==> src/rtl/lif_membrane_integrator_if.sv <==
// Handshake bundle for the LIF integrator: synaptic current input and spike event output.
// The master modport is the engine side, the slave modport is the current source / spike sink.
interface lif_membrane_integrator_if #(
    parameter int VMEM_W = 16,
    parameter int IDX_W  = 3
);
    logic              cur_valid;
    logic              cur_ready;
    logic [VMEM_W-1:0] cur_data;
    logic [IDX_W-1:0]  cur_idx;
    logic              spk_valid;
    logic              spk_ready;
    logic [IDX_W-1:0]  spk_idx;

    modport master (
        input  cur_valid, cur_data, spk_ready,
        output cur_ready, cur_idx, spk_valid, spk_idx
    );

    modport slave (
        input  cur_ready, cur_idx, spk_valid, spk_idx,
        output cur_valid, cur_data, spk_ready
    );
endinterface

==> src/rtl/lif_membrane_integrator.sv <==
// Time-multiplexed LIF membrane update: leak, integrate one current word, fire and write back per neuron.
// Optional feature macro LIF_REFRACTORY_EN adds per-neuron refractory down-counters.
module lif_membrane_integrator #(
    parameter int          VMEM_W = 16,
    parameter int          SHIFT  = 4,
    parameter int          N      = 8,
    parameter int          IDX_W  = 3,
    parameter int unsigned THRESH = 1024,
    parameter int          REFRAC = 2
) (
    input  logic                   clk,
    input  logic                   rst_n,
    input  logic                   step_start,
    output logic                   busy,
    output logic                   step_done,
    input  logic [IDX_W-1:0]       dbg_idx,
    output logic [VMEM_W-1:0]      dbg_vmem,
    lif_membrane_integrator_if.master bus
);
    localparam logic [VMEM_W-1:0] THRESH_V = VMEM_W'(THRESH);
    localparam logic [IDX_W-1:0]  LAST_IDX = IDX_W'(N - 1);

    typedef enum logic [2:0] {
        IDLE     = 3'd0,
        FETCH    = 3'd1,
        LEAK     = 3'd2,
        WAIT_CUR = 3'd3,
        INTEG    = 3'd4,
        EMIT     = 3'd5,
        DONE     = 3'd6
    } state_t;

    state_t              state_reg, state_next;
    logic [IDX_W-1:0]    idx_reg, idx_next;
    logic [VMEM_W-1:0]   vmem_reg;
    logic [VMEM_W-1:0]   leak_reg;
    logic [VMEM_W-1:0]   cur_reg;

    logic [N-1:0][VMEM_W-1:0] mem_rd;
    logic                     mem_we;
    logic [VMEM_W-1:0]        mem_wdata;

    logic [VMEM_W-1:0]   leak_calc;
    logic [VMEM_W-1:0]   dec;
    logic [VMEM_W:0]     sum_wide;
    logic [VMEM_W-1:0]   sum_sat;
    logic [VMEM_W-1:0]   cur_used;
    logic                refractory;
    logic                fire;

    // Membrane storage: one register per neuron, written only in INTEG for the current index.
    genvar gi;
    generate
        for (gi = 0; gi < N; gi++) begin : g_mem
            logic [VMEM_W-1:0] entry_reg;
            always_ff @(posedge clk or negedge rst_n) begin
                if (!rst_n) begin
                    entry_reg <= '0;
                end else if (mem_we && (idx_reg == IDX_W'(gi))) begin
                    entry_reg <= mem_wdata;
                end
            end
            assign mem_rd[gi] = entry_reg;
        end
    endgenerate

`ifdef LIF_REFRACTORY_EN
    localparam int RW = (REFRAC < 2) ? 1 : $clog2(REFRAC + 1);
    logic [N-1:0] ref_active;

    generate
        for (gi = 0; gi < N; gi++) begin : g_ref
            logic [RW-1:0] cnt_reg;
            always_ff @(posedge clk or negedge rst_n) begin
                if (!rst_n) begin
                    cnt_reg <= '0;
                end else if (mem_we && (idx_reg == IDX_W'(gi))) begin
                    if (fire) begin
                        cnt_reg <= RW'(REFRAC);
                    end else if (cnt_reg != '0) begin
                        cnt_reg <= cnt_reg - RW'(1);
                    end
                end
            end
            assign ref_active[gi] = (cnt_reg != '0);
        end
    endgenerate

    // A refractory neuron still leaks but its current word is thrown away.
    assign refractory = ref_active[idx_reg];
    assign cur_used   = refractory ? '0 : cur_reg;
`else
    logic unused_refrac;
    assign unused_refrac = (REFRAC != 0);
    assign refractory    = 1'b0;
    assign cur_used      = cur_reg;
`endif

    // Guaranteed-decay leak: any nonzero membrane loses at least 1 per step.
    assign leak_calc = (vmem_reg == '0) ? '0 : ((vmem_reg >> SHIFT) + VMEM_W'(1));
    assign dec       = (vmem_reg > leak_reg) ? (vmem_reg - leak_reg) : '0;
    assign sum_wide  = {1'b0, dec} + {1'b0, cur_used};
    assign sum_sat   = sum_wide[VMEM_W] ? '1 : sum_wide[VMEM_W-1:0];
    assign fire      = (sum_sat >= THRESH_V) && !refractory;

    always_ff @(posedge clk or negedge rst_n) begin
        if (!rst_n) begin
            state_reg <= IDLE;
            idx_reg   <= '0;
            vmem_reg  <= '0;
            leak_reg  <= '0;
            cur_reg   <= '0;
        end else begin
            state_reg <= state_next;
            idx_reg   <= idx_next;
            if (state_reg == FETCH) begin
                vmem_reg <= mem_rd[idx_reg];
            end
            if (state_reg == LEAK) begin
                leak_reg <= leak_calc;
            end
            if ((state_reg == WAIT_CUR) && bus.cur_valid) begin
                cur_reg <= bus.cur_data;
            end
        end
    end

    always_comb begin
        state_next = state_reg;
        idx_next   = idx_reg;
        mem_we     = 1'b0;
        mem_wdata  = sum_sat;
        case (state_reg)
            IDLE: begin
                if (step_start) begin
                    idx_next   = '0;
                    state_next = FETCH;
                end
            end
            FETCH:    state_next = LEAK;
            LEAK:     state_next = WAIT_CUR;
            WAIT_CUR: begin
                if (bus.cur_valid) begin
                    state_next = INTEG;
                end
            end
            INTEG: begin
                mem_we = 1'b1;
                if (fire) begin
                    mem_wdata  = '0;
                    state_next = EMIT;
                end else if (idx_reg == LAST_IDX) begin
                    state_next = DONE;
                end else begin
                    idx_next   = idx_reg + IDX_W'(1);
                    state_next = FETCH;
                end
            end
            EMIT: begin
                if (bus.spk_ready) begin
                    if (idx_reg == LAST_IDX) begin
                        state_next = DONE;
                    end else begin
                        idx_next   = idx_reg + IDX_W'(1);
                        state_next = FETCH;
                    end
                end
            end
            DONE:    state_next = IDLE;
            default: state_next = IDLE;
        endcase
    end

    // All handshake outputs decode directly from state, so a reset clears them at once.
    assign busy          = (state_reg != IDLE);
    assign step_done     = (state_reg == DONE);
    assign bus.cur_ready = (state_reg == WAIT_CUR);
    assign bus.spk_valid = (state_reg == EMIT);
    assign bus.cur_idx   = idx_reg;
    assign bus.spk_idx   = idx_reg;
    assign dbg_vmem      = mem_rd[dbg_idx];

endmodule

==> src/flat_wrapper.sv <==
// flat-port wrapper written by rule: the top's interface ports become plain ports
module lif_membrane_integrator_flat 
#(
    parameter int          VMEM_W = 16,
    parameter int          SHIFT  = 4,
    parameter int          N      = 8,
    parameter int          IDX_W  = 3,
    parameter int unsigned THRESH = 1024,
    parameter int          REFRAC = 2
)
  (clk, rst_n, step_start, busy, step_done, dbg_idx, dbg_vmem, bus_cur_valid, bus_cur_data, bus_spk_ready, bus_cur_ready, bus_cur_idx, bus_spk_valid, bus_spk_idx);
  lif_membrane_integrator_if #(.VMEM_W(VMEM_W), .IDX_W(IDX_W)) bus_i ();
  input  logic clk;
  input  logic rst_n;
  input  logic step_start;
  output logic busy;
  output logic step_done;
  input  logic [IDX_W-1:0] dbg_idx;
  output logic [VMEM_W-1:0] dbg_vmem;
  input wire logic [$bits(bus_i.cur_valid)-1:0] bus_cur_valid;
  input wire logic [$bits(bus_i.cur_data)-1:0] bus_cur_data;
  input wire logic [$bits(bus_i.spk_ready)-1:0] bus_spk_ready;
  output wire logic [$bits(bus_i.cur_ready)-1:0] bus_cur_ready;
  output wire logic [$bits(bus_i.cur_idx)-1:0] bus_cur_idx;
  output wire logic [$bits(bus_i.spk_valid)-1:0] bus_spk_valid;
  output wire logic [$bits(bus_i.spk_idx)-1:0] bus_spk_idx;
  assign bus_i.cur_valid = bus_cur_valid;
  assign bus_i.cur_data = bus_cur_data;
  assign bus_i.spk_ready = bus_spk_ready;
  assign bus_cur_ready = bus_i.cur_ready;
  assign bus_cur_idx = bus_i.cur_idx;
  assign bus_spk_valid = bus_i.spk_valid;
  assign bus_spk_idx = bus_i.spk_idx;
  lif_membrane_integrator #(.VMEM_W(VMEM_W), .SHIFT(SHIFT), .N(N), .IDX_W(IDX_W), .THRESH(THRESH), .REFRAC(REFRAC)) u_core (.clk(clk), .rst_n(rst_n), .step_start(step_start), .busy(busy), .step_done(step_done), .dbg_idx(dbg_idx), .dbg_vmem(dbg_vmem), .bus(bus_i));
endmodule
==> config.mk <==
export PLATFORM = sky130hd
export DESIGN_NAME = lif_membrane_integrator_flat
export DESIGN_NICKNAME = d
export VERILOG_FILES = /design/src/rtl/lif_membrane_integrator_if.sv /design/src/rtl/lif_membrane_integrator.sv /design/src/flat_wrapper.sv
export SDC_FILE = /design/constraint.sdc
export NUM_CORES = 1
export LEC_CHECK = 0
export CORE_UTILIZATION = 25
export CTS_BUF_LIST = sky130_fd_sc_hd__clkbuf_16
export DETAILED_ROUTE_END_ITERATION = 12
export PLACE_DENSITY_LB_ADDON = 0.25
export SYNTH_ARGS = -nofsm -noshare
export SYNTH_HDL_FRONTEND = slang
export SYNTH_SLANG_ARGS = --single-unit
==> constraint.sdc <==
create_clock -name clk -period 13.02 [get_ports clk]
set_clock_uncertainty 0.1 [all_clocks]
set_input_delay 3.255 -clock clk [delete_from_list [all_inputs] [get_ports clk]]
set_output_delay 3.255 -clock clk [all_outputs]
set_load 0.005 [all_outputs]
Yosys cells after proc, flatten, opt, wreduce, memory -nomap -nowiden:

Cells that the tools add are included.

* word-level logic and storage cells: 75
* output and inout bits: 26
* bits of input ports: 24
* register bits after elaboration: 182

* add/subtract/negate cells: 4
* multiplexer cells: 21
* magnitude comparators: 4
* eq/ne operators: 17
* reductions and logical operators: 16

Operators with widths (number)
* $mux W16: 7
* $bmux W16 S3: 2
* $mux W3: 9
* $eq A3 B3 Y1 const B: 7
* $pmux W3 S6: 1
* $add A16 B16 Y17: 1
* $ge A16 B11 Y1 const B: 1
* $gt A16 B16 Y1: 1
* $logic_not A16 Y1: 1
* $sub A16 B16 Y16: 1
* $add A12 B1 Y13 const B: 1
* $eq A3 B2 Y1 const B: 4
* $logic_and A1 B1 Y1: 9
* $pmux W3 S3: 1
* $lt A3 B4 Y1 const B: 2
* $ne A2 B2 Y1 const B: 4
* $eq A3 B1 Y1 const B: 2
* $logic_not A3 Y1: 2
* $reduce_bool A3 Y1: 2
* $reduce_and A4 Y1: 1
* $add A3 B1 Y3 const B: 1
* $reduce_and A3 Y1: 1
* $mux W1: 1

Logic depth before layout (Yosys ltp):

* depth in word-level cells: 7
* mapped depth: 23

Least setup slack after synthesis:

OpenSTA, ideal clock, no wires.

* path type: input to output
* start: in dbg_idx[0]
* end: out dbg_vmem[0]
* cell stages on the path: 4
* data required time: 9.665 ns
* path slack: 4.824 ns
* path buffers: 2
* arrival time: 4.841 ns
* cells stage by stage: clkbuf_1 buf_1 mux4_2 mux2_2

* word-level cells in the longest chain between the ends: 2

Ends and longest elaborated chain
* start: declaration: line flat_wrapper.sv:18 `input logic [IDX_W-1:0] dbg_idx;`
* $bmux W16 S3: line lif_membrane_integrator.sv:181 `assign dbg_vmem = mem_rd[dbg_idx];`
* $mux W16 (implied by the code): line lif_membrane_integrator.sv:181
* end: declaration: line flat_wrapper.sv:19 `output logic [VMEM_W-1:0] dbg_vmem;`

Every way passes these cells. The select of a mux whose other input is x is not followed.

Worst setup path after layout:

* start: in dbg_idx[2]
* end: out dbg_vmem[1]

The elaborated chain is that of the path after synthesis.

==> qor.yml <==
outcome: "complete, no violations"
rsz0062_at_grt: "no"
die-area_sq_um: 41720
ys_seq_area_share_pct: 43.80
period_minus_slack_ps: 8762
grt_pass1_wl_mm: 45.99
diodes: 0
area_growth_pct: 15.56
setup_tns_ps: 0
cap_violations: 0
ys_types: 60
crit_fanout: 16
slowest_stage: "clkdlybuf4s50_1"
max-slew-margin-rel_pct: 25.11
gp_congestion: 0.7726
start_util_pct: 25.56
required_ps: 9660
place_ws_ps: 4266
clockBufferDepth: 2
yosys-top-cells-area: "dfrtp_1, mux4_2, nand2_1, ha_1, mux2_2"
max_stage_delay_ps: 1190
hpwl_mm: 19.52
synth_seq_cells: 179
grt_max_degree: 71
vias: 7434
fill_cells: 4145
largest_reg_flops: 128
synth_edf_count: 0
final_common_cell: "dfrtp_1"
synth_area_sq_um: 10230
clock_sinks: 179
wl_per_cell_um: 19.13
leakage_nw: 4.859
antenna_found_initial: 0
ir_drop_v: 0.0001859
reg2reg_from: "u_core.vmem_reg[7]$_DFFE_PN0P_"
cts_resized: 0
synthArstFlopShare_pct: 100.0
avgViaCountPerCell: 4.881
final_cell_mix: "dfrtp_1, nand2_1, o21ai_0"
path_class: "input port to output pin"
drt_wl_total_mm: 29.13
finalHoldViolCount: 0
fmax_mhz: 114.1
r2r.worst_path.cells: 18
drtPass1Iterations: 5
die_x_um: 204.3
drtIter0Drc: 532
startpoint: "dbg_idx[2]"
syn_area_per_cell_sq_um: 10.65
coreArea_sq_um: 40010
rows: 73
io_pins: 50
clkLatencyLatePin_ps: 450
die_h_um: 204.3
min_to: "u_core.leak_reg[9]$_DFFE_PN0P_"
fin_ws_ps: 4258
endpoint_kind: "output pin"
yosysWarnings: 0
hp-class: "flip-flop to flip-flop"
synth-main-ff-cell: "dfrtp_1"
clkTransAtPathRegs_ps: 70
port_buffers: 49
synth_top_area_cell: "dfrtp_1"
crit_path_frequent_cell: "clkdlybuf4s50_1"
cp_cell_sequence: "clkdlybuf4s50_1, mux2_2, clkdlybuf4s50_1"
reg2reg_slack_ps: 7100
drive_above_1_share_pct: 16.03
maxSlewViolCount: 0
overflow: 0
fin_crit_sh_pct: 67.30
power_density_nw_per_um2: 273.6
reg2reg_to: "u_core.g_mem[2].entry_reg[4]$_DFFE_PN0P_"
numCtsBuffers: 17
h-tree-depth: 4
holdPathStages: 2
yosysTopAreaCellShare_pct: 43.80
cp_top_family: "buffers and inverters"
startpoint_type: "input port"
arrival_ps: 5410
worst_pin_slew_ps: 1121
first_global_vias: 7510
cts_tree: "done"
detail-route-antenna-nets: 0
grt_usage_pct: 14.63
ctsHoldBuffers: 0
syn_inst: 960
setup_viol: 0
cts_setup_buffers: 0
hp-start: "u_core.leak_reg[9]$_DFFE_PN0P_"
critPathBufInv: 2
synth_fp_nets: 1023
drc_errors: 0
root_buffer: "clkbuf_16"
nets: 1049
-- worst reg2reg max path: stages, from the launching register on --
cell and delay (ps):
dfrtp_1 590, ha_1 380, a2111oi_0 720, a211oi_1 220, o21bai_1 220, a21oi_1 110
nor2b_1 130, buf_4 200, nor2_1 60, ha_1 220, fa_1 410, a21oi_1 230
o22ai_1 190, o31ai_2 400, o32ai_1 190, o21ai_1 140, nand2b_1 460, o21ai_2 600
o21ai_0 170
-- kinds of logic (layout without fill, tap and decap cells) --
family                   after synthesis  after routing  synth area share, %
adder cells (fa/ha/maj)               39             39                4.918
AO/OA/AOI/OAI                        213            213                13.16
XOR/XNOR                              29             29                2.484
buffers and inverters                 89            127                3.548
flip-flops                           179            179                43.80
multiplexers                          99             99                17.93
AND/OR/NAND/NOR                      312            312                14.15
-- synth_stat cells (2+ instances only) --
master / n
o21a_1: 7
nor2b_1: 10
xnor2_1: 20
a21boi_0: 2
and3_1: 9
o21ai_1: 43
nor4b_1: 2
o31ai_1: 2
a22oi_1: 2
or3_1: 2
o211ai_1: 3
nor2_1: 50
a31oi_1: 19
o21ai_4: 5
mux2_2: 34
nand2b_1: 4
mux4_2: 64
buf_6: 2
dfrtp_1: 179
o21ai_0: 70
inv_1: 31
o21ai_2: 6
a311o_1: 2
nor3_1: 7
nand2_1: 150
nand4_1: 4
a21oi_1: 16
o22ai_1: 5
a2111oi_0: 2
fa_1: 2
ha_1: 37
xor2_1: 9
nand3_1: 15
and2_1: 49
o32ai_1: 2
clkbuf_1: 43
a211oi_1: 4
nor4_1: 7
o21bai_1: 4
buf_4: 3
a21o_1: 8
buf_1: 7
-- per-layer routing --
metal / track usage, % / share of wire [%] / up-vias
met5: 0 / 0 / -
met4: 3.598 / 1.5 / 0
met3: 3.492 / 4.7 / 28
met2: 22.24 / 45 / 149
met1: 20.77 / 49 / 3757
li1: - / - / 3500
-- stage by stage --
step	area, sq um	total power (W)	util (%)	cells	hold WS, ps
2_1_floorplan	10230	0.002240	-	960	349.8
3_3_place_gp	11240	0.002701	28.10	1492	368.4
3_5_place_dp	11240	0.002698	28.10	1492	370.2
4_1_cts	11820	0.003247	29.54	1523	386.1
5_1_grt	11820	0.003501	29.54	1523	414.8
6_report	11820	0.003234	29.54	1523	383.1
-- area by class of cell --
type,count,area (sq um),area share (%)
clock buffers,17,425.4,3.599
clock inverters,14,151.4,1.281
inverters,32,120.1,1.016
multi-input cells,692,5385,45.56
flip-flops and latches,179,4481,37.91
well taps,525,656.9,5.558
repair buffers,64,599.3,5.071
-- worst max path at each step --
| stage | to | cells after the start |
|---|---|---|
| 3_5_place_dp | dbg_vmem[9] | 3 |
| 3_3_place_gp | dbg_vmem[9] | 3 |
| 5_1_grt | dbg_vmem[1] | 3 |
| 2_1_floorplan | dbg_vmem[0] | 4 |
| 4_1_cts | dbg_vmem[9] | 3 |
| 6_report | dbg_vmem[1] | 3 |
-- power by group --
part	switching, W	internal [W]	leakage (nW)
Sequential	0.000127	0.000646	2.41
Combinational	0.00117	0.000763	2.16
Clock	0.000243	0.000285	0.287
(Power assumes the default switching activity.)
